## src/rtl/fir_driver_if.sv

```systemverilog
// Host-side bundle of fir_driver: coefficient bank access with commit,
// valid/ready sample input and valid/ready filtered output.
interface fir_driver_if #(
  parameter int DataWidth = 12,
  parameter int NTaps     = 9
);
  localparam int NCoeffs   = (NTaps + 1) / 2;
  localparam int AddrWidth = $clog2(NCoeffs);

  logic                 cfg_we;
  logic [AddrWidth-1:0] cfg_addr;
  logic [DataWidth-1:0] cfg_wdata;
  logic                 cfg_commit;
  logic                 cfg_busy;
  logic                 s_valid;
  logic                 s_ready;
  logic [DataWidth-1:0] s_data;
  logic                 m_valid;
  logic                 m_ready;
  logic [DataWidth-1:0] m_data;

  modport master (
    output cfg_we, cfg_addr, cfg_wdata, cfg_commit, s_valid, s_data, m_ready,
    input  cfg_busy, s_ready, m_valid, m_data
  );

  modport slave (
    input  cfg_we, cfg_addr, cfg_wdata, cfg_commit, s_valid, s_data, m_ready,
    output cfg_busy, s_ready, m_valid, m_data
  );
endinterface

```

## src/rtl/fir_driver.sv

```systemverilog
// Sequencer for the bit-serial symmetric FIR: serial coefficient loading from a
// shadow bank, one-sample-at-a-time start/done handling and a held output stage.
module fir_driver #(
  parameter int DataWidth = 12,
  parameter int NTaps     = 9
) (
  input  logic                 clk,
  input  logic                 rst,
  fir_driver_if.slave          host,
  output logic                 fir_start,
  output logic [DataWidth-1:0] fir_x,
  output logic                 fir_coeff_load,
  output logic                 fir_coeff,
  input  logic                 fir_done,
  input  logic [DataWidth-1:0] fir_y
);
  localparam int NCoeffs   = (NTaps + 1) / 2;
  localparam int AddrWidth = $clog2(NCoeffs);
  localparam int NBits     = NCoeffs * DataWidth;
  localparam int CntWidth  = $clog2(NBits);
  localparam logic [CntWidth-1:0]  LastBit   = CntWidth'(NBits - 1);
  localparam logic [AddrWidth:0]   AddrLimit = (AddrWidth + 1)'(NCoeffs);

  typedef enum logic [1:0] {
    ST_IDLE = 2'd0,
    ST_LOAD = 2'd1,
    ST_GAP  = 2'd2,
    ST_RUN  = 2'd3
  } state_t;

  state_t               state_r;
  state_t               state_s;
  logic [DataWidth-1:0] bank_r [NCoeffs];
  logic [NBits-1:0]     shift_r;
  logic [NBits-1:0]     snap_s;
  logic [CntWidth-1:0]  cnt_r;
  logic                 pending_r;
  logic                 commit_s;
  logic                 snap_go_s;
  logic                 accept_s;
  logic [DataWidth-1:0] x_r;
  logic                 m_valid_r;
  logic [DataWidth-1:0] m_data_r;

  // A commit arriving in IDLE wins over a sample offered in the same cycle.
  assign commit_s = pending_r | host.cfg_commit;

  // Pack the bank with the centre tap in the MSBs so shifting out the top bit gives the load order.
  always_comb begin
    snap_s = '0;
    for (int i = 0; i < NCoeffs; i++) begin
      snap_s[i*DataWidth +: DataWidth] = bank_r[i];
    end
  end

  // Next-state and transition strobes.
  always_comb begin
    state_s   = state_r;
    snap_go_s = 1'b0;
    accept_s  = 1'b0;
    case (state_r)
      ST_IDLE: begin
        if (commit_s) begin
          state_s   = ST_LOAD;
          snap_go_s = 1'b1;
        end else if (host.s_valid && !m_valid_r) begin
          state_s  = ST_RUN;
          accept_s = 1'b1;
        end else begin
          state_s = ST_IDLE;
        end
      end
      ST_LOAD: begin
        if (cnt_r == LastBit) begin
          state_s = ST_GAP;
        end else begin
          state_s = ST_LOAD;
        end
      end
      ST_GAP:  state_s = ST_IDLE;
      ST_RUN: begin
        if (fir_done) begin
          state_s = ST_IDLE;
        end else begin
          state_s = ST_RUN;
        end
      end
      default: state_s = ST_IDLE;
    endcase
  end

  assign host.s_ready   = ~rst & (state_r == ST_IDLE) & ~commit_s & ~m_valid_r;
  assign host.cfg_busy  = pending_r | (state_r == ST_LOAD) | (state_r == ST_GAP);
  assign host.m_valid   = m_valid_r;
  assign host.m_data    = m_data_r;
  assign fir_start      = ~rst & accept_s;
  assign fir_x          = fir_start ? host.s_data : x_r;
  assign fir_coeff_load = (state_r == ST_LOAD);
  assign fir_coeff      = fir_coeff_load & shift_r[NBits-1];

  // State register.
  always_ff @(posedge clk or posedge rst) begin
    if (rst) begin
      state_r <= ST_IDLE;
    end else begin
      state_r <= state_s;
    end
  end

  // Shadow coefficient bank; out-of-range addresses are dropped.
  always_ff @(posedge clk or posedge rst) begin
    if (rst) begin
      for (int i = 0; i < NCoeffs; i++) begin
        bank_r[i] <= '0;
      end
    end else if (host.cfg_we && ({1'b0, host.cfg_addr} < AddrLimit)) begin
      bank_r[host.cfg_addr] <= host.cfg_wdata;
    end
  end

  // Commit request held until IDLE can start the load.
  always_ff @(posedge clk or posedge rst) begin
    if (rst) begin
      pending_r <= 1'b0;
    end else if ((state_r == ST_IDLE) && commit_s) begin
      pending_r <= 1'b0;
    end else if (host.cfg_commit) begin
      pending_r <= 1'b1;
    end
  end

  // Serial load shifter and bit counter working on the snapshot only.
  always_ff @(posedge clk or posedge rst) begin
    if (rst) begin
      shift_r <= '0;
      cnt_r   <= '0;
    end else if (snap_go_s) begin
      shift_r <= snap_s;
      cnt_r   <= '0;
    end else if (state_r == ST_LOAD) begin
      shift_r <= {shift_r[NBits-2:0], 1'b0};
      cnt_r   <= cnt_r + CntWidth'(1);
    end
  end

  // Last accepted sample.
  always_ff @(posedge clk or posedge rst) begin
    if (rst) begin
      x_r <= '0;
    end else if (fir_start) begin
      x_r <= host.s_data;
    end
  end

  // Output stage holds the result until the downstream handshake.
  always_ff @(posedge clk or posedge rst) begin
    if (rst) begin
      m_valid_r <= 1'b0;
      m_data_r  <= '0;
    end else if ((state_r == ST_RUN) && fir_done) begin
      m_valid_r <= 1'b1;
      m_data_r  <= fir_y;
    end else if (m_valid_r && host.m_ready) begin
      m_valid_r <= 1'b0;
    end
  end
endmodule

```

## src/flat_wrapper.sv

```systemverilog
// flat-port wrapper written by rule: the top's interface ports become plain ports
module fir_driver_flat 
#(
  parameter int DataWidth = 12,
  parameter int NTaps     = 9
)
  (clk, rst, fir_start, fir_x, fir_coeff_load, fir_coeff, fir_done, fir_y, host_cfg_we, host_cfg_addr, host_cfg_wdata, host_cfg_commit, host_s_valid, host_s_data, host_m_ready, host_cfg_busy, host_s_ready, host_m_valid, host_m_data);
  fir_driver_if #(.DataWidth(DataWidth), .NTaps(NTaps)) host_i ();
  input  logic clk;
  input  logic rst;
  output logic fir_start;
  output logic [DataWidth-1:0] fir_x;
  output logic fir_coeff_load;
  output logic fir_coeff;
  input  logic fir_done;
  input  logic [DataWidth-1:0] fir_y;
  input wire logic [$bits(host_i.cfg_we)-1:0] host_cfg_we;
  input wire logic [$bits(host_i.cfg_addr)-1:0] host_cfg_addr;
  input wire logic [$bits(host_i.cfg_wdata)-1:0] host_cfg_wdata;
  input wire logic [$bits(host_i.cfg_commit)-1:0] host_cfg_commit;
  input wire logic [$bits(host_i.s_valid)-1:0] host_s_valid;
  input wire logic [$bits(host_i.s_data)-1:0] host_s_data;
  input wire logic [$bits(host_i.m_ready)-1:0] host_m_ready;
  output wire logic [$bits(host_i.cfg_busy)-1:0] host_cfg_busy;
  output wire logic [$bits(host_i.s_ready)-1:0] host_s_ready;
  output wire logic [$bits(host_i.m_valid)-1:0] host_m_valid;
  output wire logic [$bits(host_i.m_data)-1:0] host_m_data;
  assign host_i.cfg_we = host_cfg_we;
  assign host_i.cfg_addr = host_cfg_addr;
  assign host_i.cfg_wdata = host_cfg_wdata;
  assign host_i.cfg_commit = host_cfg_commit;
  assign host_i.s_valid = host_s_valid;
  assign host_i.s_data = host_s_data;
  assign host_i.m_ready = host_m_ready;
  assign host_cfg_busy = host_i.cfg_busy;
  assign host_s_ready = host_i.s_ready;
  assign host_m_valid = host_i.m_valid;
  assign host_m_data = host_i.m_data;
  fir_driver #(.DataWidth(DataWidth), .NTaps(NTaps)) u_core (.clk(clk), .rst(rst), .host(host_i), .fir_start(fir_start), .fir_x(fir_x), .fir_coeff_load(fir_coeff_load), .fir_coeff(fir_coeff), .fir_done(fir_done), .fir_y(fir_y));
endmodule
```

## config.mk

```make
export PLATFORM = sky130hd
export DESIGN_NAME = fir_driver_flat
export DESIGN_NICKNAME = d
export VERILOG_FILES = /design/src/rtl/fir_driver_if.sv /design/src/rtl/fir_driver.sv /design/src/flat_wrapper.sv
export SDC_FILE = /design/constraint.sdc
export NUM_CORES = 1
export LEC_CHECK = 0
export BUFFER_PORTS_ARGS = -buffer_cell sky130_fd_sc_hd__buf_4
export CELL_PAD_IN_SITES_DETAIL_PLACEMENT = 2
export CELL_PAD_IN_SITES_GLOBAL_PLACEMENT = 2
export CORE_ASPECT_RATIO = 0.5
export CORE_MARGIN = 3
export CORE_UTILIZATION = 43
export DETAILED_ROUTE_END_ITERATION = 16
export PLACE_DENSITY = 0.84
export SLEW_MARGIN = 20
export SYNTH_ARGS = -nofsm -noshare
export SYNTH_HDL_FRONTEND = slang
export SYNTH_SLANG_ARGS = --single-unit
```

## constraint.sdc

```tcl
create_clock -name clk -period 18.3 [get_ports clk]
set_clock_uncertainty 0.2 [all_clocks]
set_input_delay 1.83 -clock clk [delete_from_list [all_inputs] [get_ports clk]]
set_output_delay 1.83 -clock clk [all_outputs]
set_load 0.02 [all_outputs]
```

==> key figures, run 1 <==
Place
  • Final RePlAce weighted congestion: between 0.7 and 0.8
  • I/O Buffers: 75
  • Dpl hpwl: approximately 11 mm
  • Setup Slack @ Placement: 12.02 ns

Final layout
  • Area Overhead vs Synth: 20.77%
  • Proportion of layout cells with a drive suffix above 1: 0.3345
  • Register area: roughly 3900 um^2
  • Fin nets: a little under 600
  • # fillers: 1,300
  • Layout Utilization: 0.5460
  • Multi-input logic area: approximately 2300 um^2
  • Diodes inserted: 0

Clocking
  • # resized after CTS: 0
  • Worst-path clk slew: ~0.070 ns
  • CTS root buffer: clkbuf_16
  • # Post-CTS Setup Buffers: 0
  • Clock latency on the worst-skew pair: 0.44 ns
  • # hold bufs at CTS: 0
  • H-tree depth: 4
  • CTS sink count: 154
  • CTS tree: built
  • Clock Path Buffers: 2
  • TritonCTS Buffers: 17

Synthesis
  • Top cell type's share of synthesized area: 0.6105
  • Area leader, netlist: dfrtp_1
  • Post-synth ARST share: 1.000
  • Largest family of logic cells by synthesized area: multiplexers
  • Synth Instances: roughly 470
  • Mapped Area: between 6000 and 7000 um^2
  • Syn_nets: 513
  • Largest cells by area after synthesis: dfrtp_1 (61%), mux2_2 (11%), a221o_1 (7.5%)
  • Top-count cell post-synth: dfrtp_1
  • Synth Area in Simple Gates: 0.1053
  • Syn Area/Cell: ~14 um^2
  • Multiplexer area fraction after synthesis: 0.1516
  • Ys Warns: 0
  • Commonest cells post-synth: dfrtp_1 (154), mux2_2 (59), a221o_1 (47), and2_1 (35), nand2_1 (34)
  • Synth Register Bits: between 150 and 200
  • Most used DFF post-synth: dfrtp_1
  • Adder-cell share of the synthesized area: 0.001982
  • Synth Area in Compound Gates: 0.1017
  • Seq/Total Area, Yosys: 0.6105
  • Synth cell types: 38
  • Post-synth EDFFs: 0
  • Post-Synth XOR/XNOR Area: 0

Worst setup path
  • R2r worst-path depth: 5
  • Reg-to-reg endpoint: u_core.shift_r[30]$_DFFE_PP0P_
  • Critical Path AT: roughly 4.3 ns
  • Worst setup EP type: primary output
  • Critical Path RT: roughly 16 ns
  • Startpoint types: input port
  • Register-to-register setup slack: about 15 ns
  • Worst Path Max Fanout: 18
  • WS Path Type: in2out
  • R2R Path Start: u_core.state_r[1]$_DFF_PP0_

Flow run
  • Maximum capacitance violations: 0

STA
  • Min Tclk post-route: approximately 6.3 ns
  • Fmax: between 150 and 200 MHz
  • Hold slack final: 0.2942 ns
  • Hold Fails Final Rpt: 0
  • Slew @ Worst Pin: 1.063 ns
  • Setup tns final: 0 ns
  • Final Setup Violations: 0
  • Slew HR: 0.2910
  • Final setup margin: ~12 ns
  • Final period util: 0.3444
  • RSZ-0062 raised after global routing: no
  • Final Max Slew Viols: 0

Die
  • Top Ports: 76
  • Initial Utilization: 0.4521
  • Die footprint: around 16,000 um^2
  • Die height: between 90 and 100 um
  • Row cnt: 30
  • Core Area: about 14,000 um^2
  • DIE WIDTH: around 180 um

Power
  • Pleak: around 3.4 nW
  • Pwr/cell area: 174.7 nW/um^2
  • Peak supply drop: between 0.07 and 0.08 mV

Route
  • Post-route DRC violation count: 0
  • Antenna Nets Post-Route: 0
  • Routed len/inst: approximately 29 um
  • Routed vias: between 4k and 5k
  • First-pass DRT Iterations: 5
  • Routed WL: between 20 and 25 mm
  • Vias/cell: around 6
  • Initial DRC count: roughly 470

Worst hold path
  • Hold depth: 1
  • Hold crit path type: reg2reg
  • Worst hold start: u_core.x_r[8]$_DFF_PP0_
  • Hold endpoint: u_core.x_r[8]$_DFF_PP0_

Global route
  • Vias in the first global route: slightly above 5k
  • Total track usage: 0.2831
  • Initial antenna violation count: 1
  • First-pass GRT wire length: ~33 mm
  • Largest net degree at the start of global routing: 71
  • Total gr overflow: 0

Status
  • Status: finished clean
## power by group
part	total [mW]	internal (mW)	switching, mW
clock network	0.373	0.208	0.164
registers	0.553	0.461	0.0918
logic	0.406	0.179	0.227
## worst max-delay path by stage
stage | startpoint | end | slack (ns) | depth (start not counted)
after floorplan | rst | fir_x[0] | 9.77 | 4
after global placement | host_cfg_commit | fir_x[9] | 12.23 | 5
after detailed placement | host_cfg_commit | fir_x[2] | 12.02 | 5
after CTS | host_cfg_commit | fir_x[4] | 11.97 | 5
after global routing | host_cfg_commit | fir_x[9] | 11.78 | 5
final | host_cfg_commit | fir_x[2] | 12.00 | 5
## flip-flops by register name, summed over array words and instances, names as in the netlist
register             flops
u_core.cnt_r             6
u_core.shift_r          60
u_core.bank_r           60
u_core.pending_r         1
u_core.state_r           2
u_core.x_r              12
u_core.host.m_valid      1
u_core.host.m_data      12
## cell type report
cell class	instances	share of cell area
clock inverters	14	0.02150
well taps	192	0.03151
repair buffers	81	0.07976
inverters	4	0.003282
multi-input cells	279	0.3008
flip-flops and latches	154	0.5055
clock buffers	18	0.05761
## per-stage QoR
step                std cells  power (mW)  area [um^2]
finish                    742       1.332         7624
CTS                       742       1.334         7624
global route              742       1.395         7624
detailed placement        710      0.9206         7020
floorplan                 466      0.7846         6312
global placement          710      0.8857         7020
## worst max-delay path, cell delays in order
cell	delay, ns
buf_4	0.12
nor2_2	0.72
nand4_1	0.81
mux2_1	0.61
buf_4	0.17
## metal layers
layer | wire [um] | track usage | part of all wire | vias up
li1 | - | - | - | 1849
met1 | 9192 | 0.3623 | 0.42 | 2384
met2 | 11040 | 0.4796 | 0.51 | 164
met3 | 1012 | 0.05583 | 0.046 | 44
met4 | 594 | 0.1070 | 0.027 | 0
met5 | 0 | 0 | 0 | -
## logic make-up after synthesis
kind of cell,Yosys count
DFF,154
and+or+nand+nor,119
muxes,85
AOI/OAI and AO/OA,74
buffers and inverters,33
adders and majority gates,1
## cells in the final DEF (no fill, tap or decap), types with 2 or more instances in the layout
cell / instances
a21oi_1: 2
a221o_1: 47
a31oi_1: 12
and2_0: 13
and2_1: 35
and4bb_2: 2
buf_4: 81
bufinv_16: 2
clkbuf_16: 17
clkinv_4: 4
clkinvlp_4: 2
dfrtp_1: 154
inv_1: 2
inv_6: 5
inv_8: 2
mux2_1: 26
mux2_2: 59
nand2_1: 34
nand3_1: 3
nand4b_1: 2
nor2_1: 2
nor3_1: 13
nor3_2: 2
o211ai_1: 2
o21ai_0: 6
or2_2: 2
or3_1: 3
Note: power is estimated with default switching activity, not from simulation.
==> run 2: changes to the inputs <==
--- a/config.mk
+++ b/config.mk
@@ -5,14 +5,15 @@
 export SDC_FILE = /design/constraint.sdc
 export NUM_CORES = 1
 export LEC_CHECK = 0
+export ABC_AREA = 1
 export BUFFER_PORTS_ARGS = -buffer_cell sky130_fd_sc_hd__buf_4
 export CELL_PAD_IN_SITES_DETAIL_PLACEMENT = 2
 export CELL_PAD_IN_SITES_GLOBAL_PLACEMENT = 2
 export CORE_ASPECT_RATIO = 0.5
 export CORE_MARGIN = 3
-export CORE_UTILIZATION = 43
+export CORE_UTILIZATION = 35
 export DETAILED_ROUTE_END_ITERATION = 16
-export PLACE_DENSITY = 0.84
+export PLACE_DENSITY = 0.79
 export SLEW_MARGIN = 20
 export SYNTH_ARGS = -nofsm -noshare
 export SYNTH_HDL_FRONTEND = slang
==> constraint.sdc (replaced) <==
create_clock -name clk -period 6.2 [get_ports clk]
set_clock_uncertainty 0.2 [all_clocks]
set_input_delay 0.62 -clock clk [delete_from_list [all_inputs] [get_ports clk]]
set_output_delay 0.62 -clock clk [all_outputs]
set_load 0.02 [all_outputs]
==> key figures, run 2 <==
Synthesis
  • Post-synth EDFFs: 0
  • Top-count cell post-synth: nand2_1
  • Top cell type's share of synthesized area: 0.5857
  • Synth Register Bits: between 150 and 200
  • Synth cell types: 23
  • Commonest cells post-synth: nand2_1 (273), dfrtp_1 (154), inv_1 (86), o21ai_0 (81), nor2_1 (55)
  • Syn_nets: roughly 820
  • Mapped Area: 6580 um^2
  • Area leader, netlist: dfrtp_1
  • Synth Instances: between 700 and 800
  • Syn Area/Cell: ~8.5 um^2
  • Most used DFF post-synth: dfrtp_1
  • Seq/Total Area, Yosys: 0.5857
  • Largest cells by area after synthesis: dfrtp_1 (59%), nand2_1 (16%), o21ai_0 (6.2%)
  • Ys Warns: 0
  • Post-synth ARST share: 1.000

Power
  • Pwr/cell area: about 480 nW/um^2
  • Peak supply drop: approximately 0.19 mV
  • Pleak: a little over 4 nW

Final layout
  • Commonest non-fill, non-tap cell in the layout: nand2_1
  • Fin area: 7904 um^2
  • Most frequent cells in the layout: nand2_1 (273), dfrtp_1 (154), inv_1 (85), o21ai_0 (81), buf_4 (80)
  • Area Overhead vs Synth: 20.12%
  • Top flop regs: u_core.bank_r (60), u_core.shift_r (60)
  • Diodes inserted: 0
  • Fin nets: around 900
  • # fillers: 1,990
  • Proportion of layout cells with a drive suffix above 1: 0.1583

Place
  • I/O Buffers: between 70 and 80
  • Final RePlAce weighted congestion: roughly 0.7
  • Post-Place Cell Area: ~7300 um^2
  • Setup Slack @ Placement: 2.866 ns
  • Dpl hpwl: 11.86 mm

Clocking
  • # hold bufs at CTS: 0
  • # resized after CTS: 0
  • Worst-path clk slew: around 0.06 ns
  • CTS root buffer: clkbuf_16
  • TritonCTS Buffers: 17
  • Clock Path Buffers: 2
  • CTS sink count: between 150 and 200
  • Clock latency on the worst-skew pair: between 0.4 and 0.5 ns
  • CTS tree: built
  • H-tree depth: 4
  • # Post-CTS Setup Buffers: 0

STA
  • Final period util: 0.5234
  • RSZ-0062 raised after global routing: no
  • Final setup margin: 2.955 ns
  • Setup tns final: 0 ns
  • Min Tclk post-route: approximately 3.2 ns
  • Hold Fails Final Rpt: 0
  • Slew @ Worst Pin: 0.9952 ns
  • Slew HR: 0.3349
  • Final Setup Violations: 0
  • Final Max Slew Viols: 0
  • Fmax: just over 300 MHz

Worst setup path
  • Worst setup EP type: primary output
  • Worst setup path startpoint: rst
  • WS Path Type: in2out
  • Worst Path Max Fanout: 97
  • Startpoint types: input port
  • Critical Path AT: roughly 2.4 ns
  • R2R Path Start: u_core.pending_r$_DFFE_PP0P_
  • Critical Path RT: approximately 5.4 ns

Route
  • Vias/cell: ~4.8
  • Routed len/inst: 17.53 um
  • Initial DRC count: around 180
  • Antenna Nets Post-Route: 0
  • Routed vias: around 5.3k
  • Post-route DRC violation count: 0
  • Routed WL: 19.37 mm
  • First-pass DRT Iterations: 4

Global route
  • Vias in the first global route: 6,082
  • Initial antenna violation count: 0
  • Total track usage: 0.2025
  • First-pass GRT wire length: about 32 mm
  • Largest net degree at the start of global routing: 98
  • Total gr overflow: 0

Status
  • Status: finished clean

Die
  • Initial Utilization: 0.3674
  • Die height: between 100 and 150 um
  • DIE WIDTH: 199.9 um
  • Core Area: 17,910 um^2
  • Row cnt: 34
  • Die footprint: just over 20,000 um^2
  • Top Ports: between 70 and 80

Worst hold path
  • Hold crit path type: in2async

Flow run
  • Maximum capacitance violations: 0
[run 2: cell count changes after synthesis, sizes merged, moves of 5 or more]
cell	before	now
nand2	34	276
inv	4	90
mux2	85	0
o21ai	6	88
nor2	4	60
and2	48	0
a221o	47	0
a21oi	3	49
nor3	15	0
a31oi	12	0
nand4	1	12
nand3	3	8
[run 2: kinds of logic (layout without fill, tap and decap cells)]
| group | count (synthesis) | after routing | synth area share |
|---|---|---|---|
| buffers and inverters | 126 | 202 | 0.08404 |
| adders and majority gates | 1 | 1 | 0.001901 |
| and+or+nand+nor | 359 | 359 | 0.2191 |
| DFF | 154 | 154 | 0.5857 |
| AOI/OAI and AO/OA | 137 | 137 | 0.1093 |
[run 2: layer usage]
metal,global-route usage,up-vias,share of wire
li1,-,2541,-
met1,0.2607,2705,0.48
met2,0.3539,69,0.48
met3,0.03950,18,0.028
met4,0.05624,0,0.0096
met5,0,-,0
[run 2: metrics by stage]
stage / std cells / total power, mW / util / hold slack [ns]
3_5_place_dp: 1073 / 2.676 / 0.4068 / 0.2668
4_1_cts: 1105 / 3.826 / 0.4410 / 0.1585
5_1_grt: 1105 / 4.062 / 0.4413 / 0.1670
2_1_floorplan: 777 / 2.292 / - / 0.2419
3_3_place_gp: 1073 / 2.600 / 0.4068 / 0.2570
6_report: 1105 / 3.763 / 0.4413 / 0.1788
[run 2: final timing paths]
kind                       slack [ns]  cells past startpoint                           endpoint
min in group clk                 0.18                      2    u_core.host.m_valid$_DFFE_PP0P_
max                              2.96                      6                           fir_x[5]
min                              0.18                      2  u_core.host.m_data[6]$_DFFE_PP0P_
max in group asynchronous        4.14                      3      u_core.bank_r[40]$_DFFE_PP0P_
max reg2reg                      3.71                      8     u_core.shift_r[29]$_DFFE_PP0P_
min reg2reg                      0.28                      2            u_core.x_r[8]$_DFF_PP0_
[run 2: report_power, final]
group          internal, mW  switching, mW  leakage, nW  total [mW]
clock                 0.641          0.461        0.291        1.10
sequential             1.35          0.204         1.94        1.56
combinational         0.389          0.713         1.93        1.10
total                  2.38           1.38         4.16        3.76
[run 2: critical path, cell delays in order]
cell and delay (ns):
buf_4 0.13, inv_6 0.59, nand3_1 0.58, nand2_1 0.20, nand2_1 0.09, buf_4 0.17
[run 2: cell type report]
class	instances	area (um^2)	share of cell area
flip-flops and latches	154	3854	0.4876
multi-input cells	497	2178	0.2756
repair buffers	80	600.6	0.07599
clock buffers	17	425.4	0.05382
inverters	90	342.8	0.04338
well taps	252	315.3	0.03989
clock inverters	15	187.7	0.02375
==> run 3: changes to the inputs <==
--- a/config.mk
+++ b/config.mk
@@ -11,9 +11,9 @@
 export CELL_PAD_IN_SITES_GLOBAL_PLACEMENT = 2
 export CORE_ASPECT_RATIO = 0.5
 export CORE_MARGIN = 3
-export CORE_UTILIZATION = 35
+export CORE_UTILIZATION = 32
 export DETAILED_ROUTE_END_ITERATION = 16
-export PLACE_DENSITY = 0.79
+export PLACE_DENSITY = 0.76
 export SLEW_MARGIN = 20
 export SYNTH_ARGS = -nofsm -noshare
 export SYNTH_HDL_FRONTEND = slang
==> constraint.sdc (replaced) <==
create_clock -name clk -period 2.75 [get_ports clk]
set_clock_uncertainty 0.2 [all_clocks]
set_input_delay 0.275 -clock clk [delete_from_list [all_inputs] [get_ports clk]]
set_output_delay 0.275 -clock clk [all_outputs]
set_load 0.02 [all_outputs]
==> key figures, run 3 (synthesis results as in run 2) <==
Clocking
  • H-tree depth: 4
  • Clock latency on the worst-skew pair: about 0.44 ns
  • Clock Path Buffers: 2
  • # Post-CTS Setup Buffers: 0
  • Worst-path clk slew: roughly 0.060 ns
  • CTS sink count: approximately 150
  • TritonCTS Buffers: 17
  • CTS root buffer: clkbuf_16
  • CTS tree: built

Global route
  • First-pass GRT wire length: 34.80 mm
  • Total gr overflow: 0
  • Vias in the first global route: roughly 6.2k
  • Largest net degree at the start of global routing: 76
  • Initial antenna violation count: 0
  • Total track usage: 0.1980

Die
  • Top Ports: between 70 and 80
  • Core Area: roughly 20,000 um^2
  • Initial Utilization: 0.3320
  • Row cnt: 36
  • Die footprint: between 20,000 and 25,000 um^2
  • Die height: ~110 um
  • DIE WIDTH: 208.8 um

STA
  • Setup tns final: 0 ns
  • Min Tclk post-route: roughly 2.6 ns
  • Hold Fails Final Rpt: 0
  • Final Setup Violations: 0
  • Fmax: about 380 MHz
  • RSZ-0062 raised after global routing: no
  • Slew @ Worst Pin: 0.9743 ns
  • Slew HR: 0.3505
  • Final period util: 0.9508
  • Final Max Slew Viols: 0

Final layout
  • Proportion of layout cells with a drive suffix above 1: 0.1541
  • # fillers: about 2.2k
  • Diodes inserted: 0
  • Commonest non-fill, non-tap cell in the layout: nand2_1
  • Most frequent cells in the layout: nand2_1 (273), dfrtp_1 (154), inv_1 (85), buf_4 (85), o21ai_0 (81)
  • Fin area: between 8000 and 9000 um^2
  • Area Overhead vs Synth: 26.15%
  • Fin nets: about 920
  • Top flop regs: u_core.bank_r (60), u_core.shift_r (60)

Place
  • Dpl hpwl: around 12 mm
  • I/O Buffers: 75
  • Final RePlAce weighted congestion: between 0.7 and 0.8
  • Post-Place Cell Area: between 7000 and 8000 um^2

Route
  • Routed vias: around 5.6k
  • Post-route DRC violation count: 0
  • Routed len/inst: about 18 um
  • Initial DRC count: ~240
  • Antenna Nets Post-Route: 0
  • Routed WL: approximately 21 mm
  • First-pass DRT Iterations: 4
  • Vias/cell: between 4 and 5

Worst hold path
  • Hold crit path type: in2reg
  • Hold depth: 3

Worst setup path
  • Worst setup EP type: primary output
  • Worst Path Max Fanout: 14
  • Register-to-register setup slack: 0.65 ns
  • R2r worst-path depth: 8
  • WS Path Type: reg2out
  • Startpoint types: register
  • Critical Path AT: roughly 2.1 ns
  • Critical Path RT: ~2.3 ns

Flow run
  • Maximum capacitance violations: 0

Power
  • Total power: around 8.6 mW
  • Peak supply drop: roughly 0.30 mV
  • Pwr/cell area: ~1000 nW/um^2
  • Pleak: about 4.3 nW

Status
  • Status: finished clean
run 3: final cells by class:
cell class,instances,area [um^2],share of cell area
flip-flops and latches,154,3854,0.4643
multi-input cells,497,2186,0.2633
repair buffers,116,975.9,0.1176
clock buffers,26,499.2,0.06014
inverters,90,342.8,0.04130
well taps,266,332.8,0.04010
clock inverters,6,110.1,0.01327
run 3: metrics by stage:
stage / setup slack (ns) / utilization / hold slack (ns) / cells
finish: 0.1354 / 0.4188 / 0.009599 / 1155
global route: 0.02621 / 0.4188 / 0.02328 / 1155
CTS: 0.07911 / 0.4170 / 0.0007053 / 1154
detailed placement: 0.4291 / 0.3714 / 0.01316 / 1093
global placement: 0.5988 / 0.3714 / 0.01211 / 1093
floorplan: 0.1855 / - / 0.1714 / 777
run 3: path summary, 6_finish.rpt:
kind                                           startpoint                             end
max in group asynchronous                             rst    u_core.bank_r[2]$_DFFE_PP0P_
setup / recovery              u_core.state_r[1]$_DFF_PP0_                        fir_x[9]
hold reg to reg            u_core.shift_r[15]$_DFFE_PP0P_  u_core.shift_r[15]$_DFFE_PP0P_
min in group asynchronous                             rst         u_core.x_r[0]$_DFF_PP0_
hold / removal                          host_cfg_wdata[4]   u_core.bank_r[52]$_DFFE_PP0P_
setup reg to reg             u_core.pending_r$_DFFE_PP0P_  u_core.shift_r[23]$_DFFE_PP0P_
run 3: routing by layer:
metal  track usage  part of all wire  up-vias
met5             0                 0        -
met1        0.2481              0.45     2846
met4       0.06921             0.022        0
li1              -                 -     2605
met2        0.3448              0.50       72
met3       0.03930             0.026       32
run 3: worst max-delay path, stage by stage (launching register included):
cell and delay [ns]:
dfrtp_1 0.46, inv_2 0.13, nand2_4 0.09, nor2_4 0.32, nand3_4 0.26, nand2_1 0.17
nand2_1 0.10, buf_4 0.17
run 3: repair_timing:
item	in CTS	in global routing
endpoints found under the setup margin	12	12
gates resized for setup	1	1
pin swaps	0	0
hold buffers	29	0
endpoints found under the hold margin	36	0
run 3: power by group:
group / total, mW / internal (mW) / switching (mW)
registers: 3.52 / 3.05 / 0.463
clock network: 2.49 / 1.53 / 0.962
logic: 2.63 / 0.942 / 1.69
